$ cat config.mk
export PLATFORM = sky130hd
export DESIGN_NAME = uart_apb_bridge
export DESIGN_NICKNAME = d
export VERILOG_FILES = /design/src/rtl/uart_apb_bridge.sv
export SDC_FILE = /design/constraint.sdc
export NUM_CORES = 1
export LEC_CHECK = 0
export BUFFER_PORTS_ARGS = -buffer_cell sky130_fd_sc_hd__buf_4
export CAP_MARGIN = 20
export CORE_ASPECT_RATIO = 1.1
export CORE_MARGIN = 2
export CORE_UTILIZATION = 51
export DETAILED_ROUTE_END_ITERATION = 8
export GPL_TIMING_DRIVEN = 0
export PLACE_DENSITY = 0.76
export SLEW_MARGIN = 40
export SYNTH_ARGS = -nofsm -noshare
export SYNTH_HDL_FRONTEND = slang
export SYNTH_SLANG_ARGS = --single-unit
$ cat constraint.sdc
create_clock -name clk_i -period 2.2 [get_ports clk_i]
set_input_delay 0.11 -clock clk_i [delete_from_list [all_inputs] [get_ports clk_i]]
set_output_delay 0.11 -clock clk_i [all_outputs]
set_load 0.05 [all_outputs]
$ cat src/rtl/uart_apb_bridge.sv
// uart_apb_bridge: UART (8N1) command receiver driving single 32-bit APB4
// transfers as a bus master, with a status/read-data response sent back on tx_o.
module uart_apb_bridge #(
    parameter int CLKS_PER_BIT   = 434,
    parameter int TIMEOUT_CYCLES = 1_000_000
) (
    input  logic        clk_i,
    input  logic        rst_i,
    input  logic        rx_i,
    output logic        tx_o,
    output logic        busy_o,
    output logic [31:0] paddr_o,
    output logic        psel_o,
    output logic        penable_o,
    output logic        pwrite_o,
    output logic [31:0] pwdata_o,
    output logic [3:0]  pstrb_o,
    output logic [2:0]  pprot_o,
    input  logic [31:0] prdata_i,
    input  logic        pready_i,
    input  logic        pslverr_i
);

    localparam int CW = $clog2(CLKS_PER_BIT);
    localparam int TW = $clog2(TIMEOUT_CYCLES);
    localparam logic [CW-1:0] BIT_LAST  = CW'(CLKS_PER_BIT - 1);
    localparam logic [CW-1:0] HALF_LAST = CW'(CLKS_PER_BIT / 2 - 1);
    localparam logic [TW-1:0] TO_LAST   = TW'(TIMEOUT_CYCLES - 1);

    localparam logic [7:0] CMD_WR = 8'hA5;
    localparam logic [7:0] CMD_RD = 8'h5A;

    localparam logic [1:0] RX_IDLE  = 2'd0;
    localparam logic [1:0] RX_START = 2'd1;
    localparam logic [1:0] RX_DATA  = 2'd2;
    localparam logic [1:0] RX_STOP  = 2'd3;

    localparam logic [2:0] S_IDLE   = 3'd0;
    localparam logic [2:0] S_ADDR   = 3'd1;
    localparam logic [2:0] S_DATA   = 3'd2;
    localparam logic [2:0] S_SETUP  = 3'd3;
    localparam logic [2:0] S_ACCESS = 3'd4;
    localparam logic [2:0] S_RESP   = 3'd5;
    localparam logic [2:0] S_TXWAIT = 3'd6;

    // ---------------- receiver ----------------
    logic          rx_s1_q, rx_s2_q, rx_prev_q;
    logic [1:0]    rx_st_q, rx_st_d;
    logic [CW-1:0] rx_cnt_q, rx_cnt_d;
    logic [2:0]    rx_bit_q, rx_bit_d;
    logic [7:0]    rx_shift_q, rx_shift_d;
    logic          rx_vld_q, rx_vld_d;

    // Bit timing: the start bit is re-checked at half a bit, then every bit is
    // sampled one full bit later, which lands on the bit centres.
    always_comb begin
        rx_st_d    = rx_st_q;
        rx_cnt_d   = rx_cnt_q;
        rx_bit_d   = rx_bit_q;
        rx_shift_d = rx_shift_q;
        rx_vld_d   = 1'b0;
        case (rx_st_q)
            RX_IDLE: begin
                if (rx_prev_q && !rx_s2_q) begin
                    rx_st_d  = RX_START;
                    rx_cnt_d = '0;
                end
            end
            RX_START: begin
                if (rx_cnt_q == HALF_LAST) begin
                    rx_cnt_d = '0;
                    rx_bit_d = '0;
                    rx_st_d  = rx_s2_q ? RX_IDLE : RX_DATA;
                end else begin
                    rx_cnt_d = rx_cnt_q + 1'b1;
                end
            end
            RX_DATA: begin
                if (rx_cnt_q == BIT_LAST) begin
                    rx_cnt_d   = '0;
                    rx_shift_d = {rx_s2_q, rx_shift_q[7:1]};
                    if (rx_bit_q == 3'd7) rx_st_d = RX_STOP;
                    else                  rx_bit_d = rx_bit_q + 1'b1;
                end else begin
                    rx_cnt_d = rx_cnt_q + 1'b1;
                end
            end
            default: begin
                // A low stop bit is a framing error: the byte is simply not flagged.
                if (rx_cnt_q == BIT_LAST) begin
                    rx_st_d  = RX_IDLE;
                    rx_vld_d = rx_s2_q;
                end else begin
                    rx_cnt_d = rx_cnt_q + 1'b1;
                end
            end
        endcase
    end

    // Receiver state, synchroniser and edge-detect history.
    always_ff @(posedge clk_i) begin
        if (rst_i) begin
            rx_s1_q    <= 1'b1;
            rx_s2_q    <= 1'b1;
            rx_prev_q  <= 1'b1;
            rx_st_q    <= RX_IDLE;
            rx_cnt_q   <= '0;
            rx_bit_q   <= '0;
            rx_shift_q <= '0;
            rx_vld_q   <= 1'b0;
        end else begin
            rx_s1_q    <= rx_i;
            rx_s2_q    <= rx_s1_q;
            rx_prev_q  <= rx_s2_q;
            rx_st_q    <= rx_st_d;
            rx_cnt_q   <= rx_cnt_d;
            rx_bit_q   <= rx_bit_d;
            rx_shift_q <= rx_shift_d;
            rx_vld_q   <= rx_vld_d;
        end
    end

    // ---------------- transmitter ----------------
    logic          tx_q, tx_d;
    logic          tx_busy_q, tx_busy_d;
    logic [CW-1:0] tx_cnt_q, tx_cnt_d;
    logic [3:0]    tx_bit_q, tx_bit_d;
    logic [8:0]    tx_shift_q, tx_shift_d;
    logic          tx_start;
    logic [7:0]    tx_byte;
    logic          tx_done;

    // Last cycle of the stop bit; a new start issued here keeps bytes back-to-back.
    assign tx_done = tx_busy_q && (tx_cnt_q == BIT_LAST) && (tx_bit_q == 4'd9);

    // Serialiser: start bit is driven on the same edge the byte is loaded.
    always_comb begin
        tx_d       = tx_q;
        tx_busy_d  = tx_busy_q;
        tx_cnt_d   = tx_cnt_q;
        tx_bit_d   = tx_bit_q;
        tx_shift_d = tx_shift_q;
        if (tx_start) begin
            tx_d       = 1'b0;
            tx_busy_d  = 1'b1;
            tx_cnt_d   = '0;
            tx_bit_d   = '0;
            tx_shift_d = {1'b1, tx_byte};
        end else if (tx_busy_q) begin
            if (tx_cnt_q == BIT_LAST) begin
                tx_cnt_d = '0;
                if (tx_bit_q == 4'd9) begin
                    tx_busy_d = 1'b0;
                    tx_d      = 1'b1;
                end else begin
                    tx_bit_d   = tx_bit_q + 1'b1;
                    tx_d       = tx_shift_q[0];
                    tx_shift_d = {1'b1, tx_shift_q[8:1]};
                end
            end else begin
                tx_cnt_d = tx_cnt_q + 1'b1;
            end
        end
    end

    // Transmitter state; tx line idles high out of reset.
    always_ff @(posedge clk_i) begin
        if (rst_i) begin
            tx_q       <= 1'b1;
            tx_busy_q  <= 1'b0;
            tx_cnt_q   <= '0;
            tx_bit_q   <= '0;
            tx_shift_q <= '1;
        end else begin
            tx_q       <= tx_d;
            tx_busy_q  <= tx_busy_d;
            tx_cnt_q   <= tx_cnt_d;
            tx_bit_q   <= tx_bit_d;
            tx_shift_q <= tx_shift_d;
        end
    end

    // ---------------- command FSM ----------------
    logic [2:0]    st_q, st_d;
    logic [1:0]    byte_cnt_q, byte_cnt_d;
    logic [1:0]    resp_cnt_q, resp_cnt_d;
    logic          write_q, write_d;
    logic [31:0]   addr_q, addr_d;
    logic [31:0]   wdata_q, wdata_d;
    logic [31:0]   rdata_q, rdata_d;
    logic [TW-1:0] to_cnt_q, to_cnt_d;

    // Frame parsing, APB handshake and response sequencing.
    always_comb begin
        st_d       = st_q;
        byte_cnt_d = byte_cnt_q;
        resp_cnt_d = resp_cnt_q;
        write_d    = write_q;
        addr_d     = addr_q;
        wdata_d    = wdata_q;
        rdata_d    = rdata_q;
        to_cnt_d   = to_cnt_q;
        tx_start   = 1'b0;
        tx_byte    = 8'h00;
        case (st_q)
            S_IDLE: begin
                if (rx_vld_q && (rx_shift_q == CMD_WR || rx_shift_q == CMD_RD)) begin
                    st_d       = S_ADDR;
                    write_d    = (rx_shift_q == CMD_WR);
                    byte_cnt_d = '0;
                    to_cnt_d   = '0;
                end
            end
            S_ADDR, S_DATA: begin
                if (rx_vld_q) begin
                    to_cnt_d   = '0;
                    byte_cnt_d = byte_cnt_q + 1'b1;
                    if (st_q == S_ADDR) addr_d  = {rx_shift_q, addr_q[31:8]};
                    else                wdata_d = {rx_shift_q, wdata_q[31:8]};
                    if (byte_cnt_q == 2'd3)
                        st_d = (st_q == S_ADDR && write_q) ? S_DATA : S_SETUP;
                end else if (to_cnt_q == TO_LAST) begin
                    st_d = S_IDLE;
                end else begin
                    to_cnt_d = to_cnt_q + 1'b1;
                end
            end
            S_SETUP: st_d = S_ACCESS;
            S_ACCESS: begin
                if (pready_i) begin
                    rdata_d    = prdata_i;
                    tx_start   = 1'b1;
                    tx_byte    = pslverr_i ? 8'hEE : 8'h00;
                    resp_cnt_d = '0;
                    st_d       = write_q ? S_TXWAIT : S_RESP;
                end
            end
            S_RESP: begin
                // Read data follows the status byte, LSB first.
                if (tx_done) begin
                    tx_start   = 1'b1;
                    tx_byte    = rdata_q[{resp_cnt_q, 3'b000} +: 8];
                    resp_cnt_d = resp_cnt_q + 1'b1;
                    if (resp_cnt_q == 2'd3) st_d = S_TXWAIT;
                end
            end
            S_TXWAIT: begin
                if (tx_done) st_d = S_IDLE;
            end
            default: st_d = S_IDLE;
        endcase
    end

    // Command FSM registers.
    always_ff @(posedge clk_i) begin
        if (rst_i) begin
            st_q       <= S_IDLE;
            byte_cnt_q <= '0;
            resp_cnt_q <= '0;
            write_q    <= 1'b0;
            addr_q     <= '0;
            wdata_q    <= '0;
            rdata_q    <= '0;
            to_cnt_q   <= '0;
        end else begin
            st_q       <= st_d;
            byte_cnt_q <= byte_cnt_d;
            resp_cnt_q <= resp_cnt_d;
            write_q    <= write_d;
            addr_q     <= addr_d;
            wdata_q    <= wdata_d;
            rdata_q    <= rdata_d;
            to_cnt_q   <= to_cnt_d;
        end
    end

    assign tx_o      = tx_q;
    assign busy_o    = (st_q != S_IDLE);
    assign psel_o    = (st_q == S_SETUP) || (st_q == S_ACCESS);
    assign penable_o = (st_q == S_ACCESS);
    assign pwrite_o  = write_q;
    assign paddr_o   = addr_q;
    assign pwdata_o  = wdata_q;
    assign pstrb_o   = write_q ? 4'hF : 4'h0;
    assign pprot_o   = 3'b000;

endmodule

======== After elaboration in Yosys (flattened, before gate mapping) ========
Index checks and enable logic that the tools add are counted.
operators by class
  shift-type cells ........................ 1
  reduce and logical (&&, ||, !) cells .... 35
  multiplexer cells ....................... 58
  eq/ne operators ......................... 34
  bitwise gates (word level) .............. 3
  add/sub/neg operators ................... 7
operators by type and width
  cell                     number
  $mux W20                 3
  $mux W8                  7
  $mux W9                  5
  $pmux W20 S2             1
  $mux W3                  11
  $shiftx A32 B6 Y8        1
  $pmux W9 S3              1
  $mux W2                  11
  $ne A2 B2 Y1 const B     11
  $reduce_and A3 Y1        7
  $add A20 B1 Y20 const B  1
  $eq A20 B20 Y1 const B   1
  $add A9 B1 Y9 const B    2
  $eq A9 B9 Y1 const B     2
  $pmux W3 S6              1
  $pmux W8 S2              1
  $eq A3 B3 Y1 const B     4
  $mux W1                  11
  $reduce_and A2 Y1        5
  $reduce_bool A2 Y1       5
  $eq A9 B8 Y1 const B     1
  $ne A3 B3 Y1 const B     3
  $eq A8 B7 Y1 const B     1
  $eq A8 B8 Y1 const B     1
  27 further kinds         41
word-level totals
  bits of input ports ..................... 37
  word-level logic and storage cells ...... 159
  flip-flop bits (word level) ............. 173
  output and inout port bits .............. 76

======== Depth between registers and ports, before layout ========
  depth after elaboration ................. 7
  mapped depth ............................ 9
  mapped depth without buffers ............ 8

======== Least setup slack after synthesis ========
Ideal clock, no wire load.
  path type ............................... register to register
  start ................................... reg st_q[0]
  end ..................................... reg to_cnt_q[10]
  cell stages (with the launch flop) ...... 8
  data required time ...................... 2.105 ns
  arrival time ............................ 1.961 ns
  path buffers ............................ 2
  setup slack ............................. 0.144 ns
  clock period less this slack ............ 2.056 ns
  setup time .............................. 0.095 ns
  path through ............................ dfxtp_1 -> buf_2 -> nor3_2 -> inv_1 -> o21ai_1 -> buf_2 -> a31oi_1 -> a221oi_1
between the ends
  longest elaborated chain between the ends .. 4
  elaborated cells on any way between the ends .. 9
  classes of those cells .................. eq/ne (4); mux (1); reduce/logical (4)
ends and longest elaborated chain
  what                                                          RTL line  RTL
  start: declaration                                            184       logic [2:0] st_q, st_d;
  start signal: assignment                                      266       st_q <= st_d;
  $eq A3 B1 Y1 or $eq A3 B2 Y1 (tied branches)                  205       case (st_q)
  $reduce_or A2 Y1                                              205
  $ne A3 B3 Y1 (no line) or $reduce_bool A2 Y1 (tied branches)  -
  $reduce_and A3 Y1 (no line)                                   -
  end signal: assignment                                        273       to_cnt_q <= to_cnt_d;
  end: declaration                                              191       logic [TW-1:0] to_cnt_q, to_cnt_d;
Several ways; a longest one is shown, not always the timed one.
A chain may end at the register's enable or synchronous reset.

======== Final worst setup path ========
  start ................................... reg rx_cnt_q[0]
  end ..................................... reg rx_st_q[1]
between the ends
  longest elaborated chain between the ends .. 3
  elaborated cells on any way between the ends .. 6
  classes of those cells .................. eq/ne (4); reduce/logical (2)
ends and longest elaborated chain
  what                                                          RTL line    RTL
  start: declaration                                            49          logic [CW-1:0] rx_cnt_q, rx_cnt_d;
  start signal: assignment                                      116         rx_cnt_q <= rx_cnt_d;
  $eq A9 B9 Y1 or $eq A9 B8 Y1 (tied branches)                  79, 90, 70
  $ne A2 B2 Y1 (no line) or $reduce_bool A3 Y1 (tied branches)  -
  $reduce_and A5 Y1 (no line) *                                 -
  end signal: assignment                                        115         rx_st_q <= rx_st_d;
  end: declaration                                              48          logic [1:0] rx_st_q, rx_st_d;
Every way passes the cells marked *; elsewhere a longest branch is shown, timed or not.

==> reports/results.txt <==
Worst EP arrival = 2530 ps
Worst-path fanout max = 5
Xor/xnor share of the synthesized area = 0.02359
Post-synth ARST share = 0
Post-CTS setup repair buffer count = 0
Largest net degree at the start of global routing = 17
Compound-Gate Fraction of Synth Area = 0.1512
Period utilisation layout = 0.9851
DRT Wirelength = 18790 um
Post-synth top area share = 0.4665
Layout Utilization = 0.6667
RSZ-0062 raised after global routing = true
Top post-synthesis cells by count = 244 x nand2_1, 173 x dfxtp_1, 134 x a21oi_1, 49 x clkbuf_1, 48 x nor2_1
Post-synth EDFFs = 0
Initial antenna violation count = 0
Synth Cell Area = 7425 um2
Post-synthesis adder-cell area fraction = 0.02696
Area contributors post-synth = dfxtp_1 47%, nand2_1 12%, a21oi_1 9.0%
Area growth syn-to-layout = 28.68%
Hold Path Cell Cnt = 3
Post-Synth Simple-Gate Area = 0.2486
CTS max path bufs = 2
Drt pass-1 iters = 5
Critical Path RT = 2560 ps
Yosys reg bits = 173
CP Launch Type = flip-flop
Slew headroom = 0.5850
Die Ht = 130.5 um
Chip width = 119.0 um
CTS tree = built
Most frequent cell after synthesis = nand2_1
Multiplexer share of the synthesized area = 0.03927
Mean Syn Cell Area = 8.186 um2
TNS Setup = 0 ps
P_leak = 3.526 nW
Gr usage total = 0.2384
Residual DRC count = 0
Synth Instances = 907
Worst setup EP type = flip-flop
Min-Delay Endpoint = tx_shift_q[1]
# setup viols final = 0
Num rows = 46
DR WL/cell = 14.79 um
H-tree Lvls = 4
Antenna cell count = 0
R2R depth = 8
Main combinational cell family by area after synthesis = simple AND/OR/NAND/NOR gates
Root Buffer = clkbuf_16
Share of layout cells above drive strength 1 = 0.1929
FF-to-FF End = rx_st_q[1]
Tmin final = 2167 ps
Netlist cell types = 63
Max Freq = 461.4 MHz
GP Congestion = 0.8612
Die area = 15540 um2
I/O pin count = 113
Slew Limit Fails = 0
Worst skew pair latency = 430 ps
Outcome = completed
Register area share after synthesis = 0.4665
Main flop type after synthesis = dfxtp_1
Core area = 14330 um2
Final hold slack = 75.97 ps
PortBufs = 109
Post-route antenna net violation count = 0
Clock-pin slew on the worst setup and hold paths = 70 ps
Layout Skew = 6.236 ps
Starting Density = 0.5181
Final nets = 1118
Maximum vdd drop = 0.0006293 V
Cell taking the most area after synthesis = dfxtp_1
Worst hold path class = in -> reg
Post-DP HPWL = 12690 um
Worst setup path class = reg -> reg
DRT iter0 DRCs = 458
Hold Vio Cnt, Final = 0
Vias in the first global route = 6357
Via density = 5.427
Max-cap violations = 0
Gr ovfl total = 0
Register-to-register setup slack = 30 ps
RR Startpoint = rx_cnt_q[0]
Via count = 6892
Synth warnings = 0
Global-route wire length before repair = 29880 um
Worst Tran Pin Value = 622.5 ps
Clock sink total = 173
Power per cell area = 794.1 nW/um2
HP Start = pslverr_i
Inserted Clock Buffers = 17
layout make-up:
type	count	area (um2)
buffer	57	261.5
clock buffer	18	429.2
clock inverter	14	183.9
fill	1159	4777
inverter	16	60.06
multi-input combinational	658	3765
sequential	173	3466
tap	192	240.2
timing repair buffer	142	1149
stage by stage:
step	instance area (um2)	instances	total power, mW	setup WS (ps)
floorplan	7432	909	4.075	143.8
global placement	8491	1210	4.361	-169.4
detailed placement	8491	1210	4.383	-220.0
CTS	9477	1275	7.536	8.106
global route	9554	1270	7.880	-89.01
finish	9554	1270	7.587	32.70
worst max-delay path, cell delays in order (launching register included):
cell and delay (ps):
dfxtp_2 350, inv_1 60, ha_1 130, or4b_4 470
nor3_4 180, o22ai_2 100, a211o_1 270, or4_1 400
a21oi_1 140
routing by layer:
metal  global-route usage  part of all wire  vias up
li1                     -                 -     3413
met1               0.2888              0.43     3251
met2               0.4070              0.50      188
met3              0.05252             0.045       40
met4               0.1134             0.024        0
met5                    0                 0        -
placed cells by master (no fill, tap or decap), types with 3 or more instances in the layout:
master and n:
nand2_1 244, dfxtp_1 171, a21oi_1 134, buf_4 116, nor2_1 46, clkbuf_1 35
dlygate4sd3_1 33, nand3_1 23, o21ai_0 19, clkbuf_16 17, ha_1 16, inv_1 15
xor2_1 14, clkbuf_2 12, nand4_1 12, or3_1 11, mux2i_1 10, nand2b_1 8
or2_2 8, mux4_2 8, o211ai_1 8, or4_1 7, nor3_1 7, xnor2_1 6
and2_1 4, nor4bb_1 4, o31ai_1 4, inv_6 4, clkinvlp_4 4, nor3_4 3
o22ai_1 3, and4bb_2 3, nor3_2 3, a211oi_1 3, conb_1 3, bufinv_16 3
kinds of logic (layout without fill, tap and decap cells):
group,after synthesis,after routing
simple gates,403,403
compound gates,197,197
flops,173,173
buf+inv,78,247
xor+xnor,20,20
mux,19,19
fa+ha+maj,16,16
other cells,1,3
power by group:
group	switching, mW	internal, mW	total (mW)
registers	0.0709	3.20	3.27
clock network	1.30	1.81	3.10
logic	0.767	0.446	1.21
sequential cells by signal (all words and copies together) (netlist names), 2 cells and up:
signal / cells
paddr_o: 32
byte_cnt_q: 2
pwdata_o: 32
rdata_q: 32
to_cnt_q: 20
rx_st_q: 2
rx_cnt_q: 9
tx_cnt_q: 9
rx_shift_q: 8
tx_shift_q: 8
tx_bit_q: 4
resp_cnt_q: 2
st_q: 3
rx_bit_q: 3
worst max-delay path by stage:
| stage | start | end | slack [ps] | depth (start not counted) |
|---|---|---|---|---|
| CTS | tx_cnt_q[2] | tx_cnt_q[1] | 8 | 5 |
| global route | rx_cnt_q[0] | rx_st_q[1] | -90 | 8 |
| finish | rx_cnt_q[0] | rx_st_q[1] | 30 | 8 |
| floorplan | st_q[0] | to_cnt_q[10] | 140 | 7 |
| detailed placement | st_q[0] | to_cnt_q[12] | -220 | 7 |
| global placement | st_q[0] | to_cnt_q[10] | -170 | 7 |
repair_timing:
item / 4_1_cts / 5_1_grt
hold buffers: 33 / 0
pin swaps: 1 / 3
endpoints found under the hold margin: 33 / 0
gates resized for setup: 13 / 27
setup endpoints to repair: 19 / 81
Power figures use the tool's default switching activity.
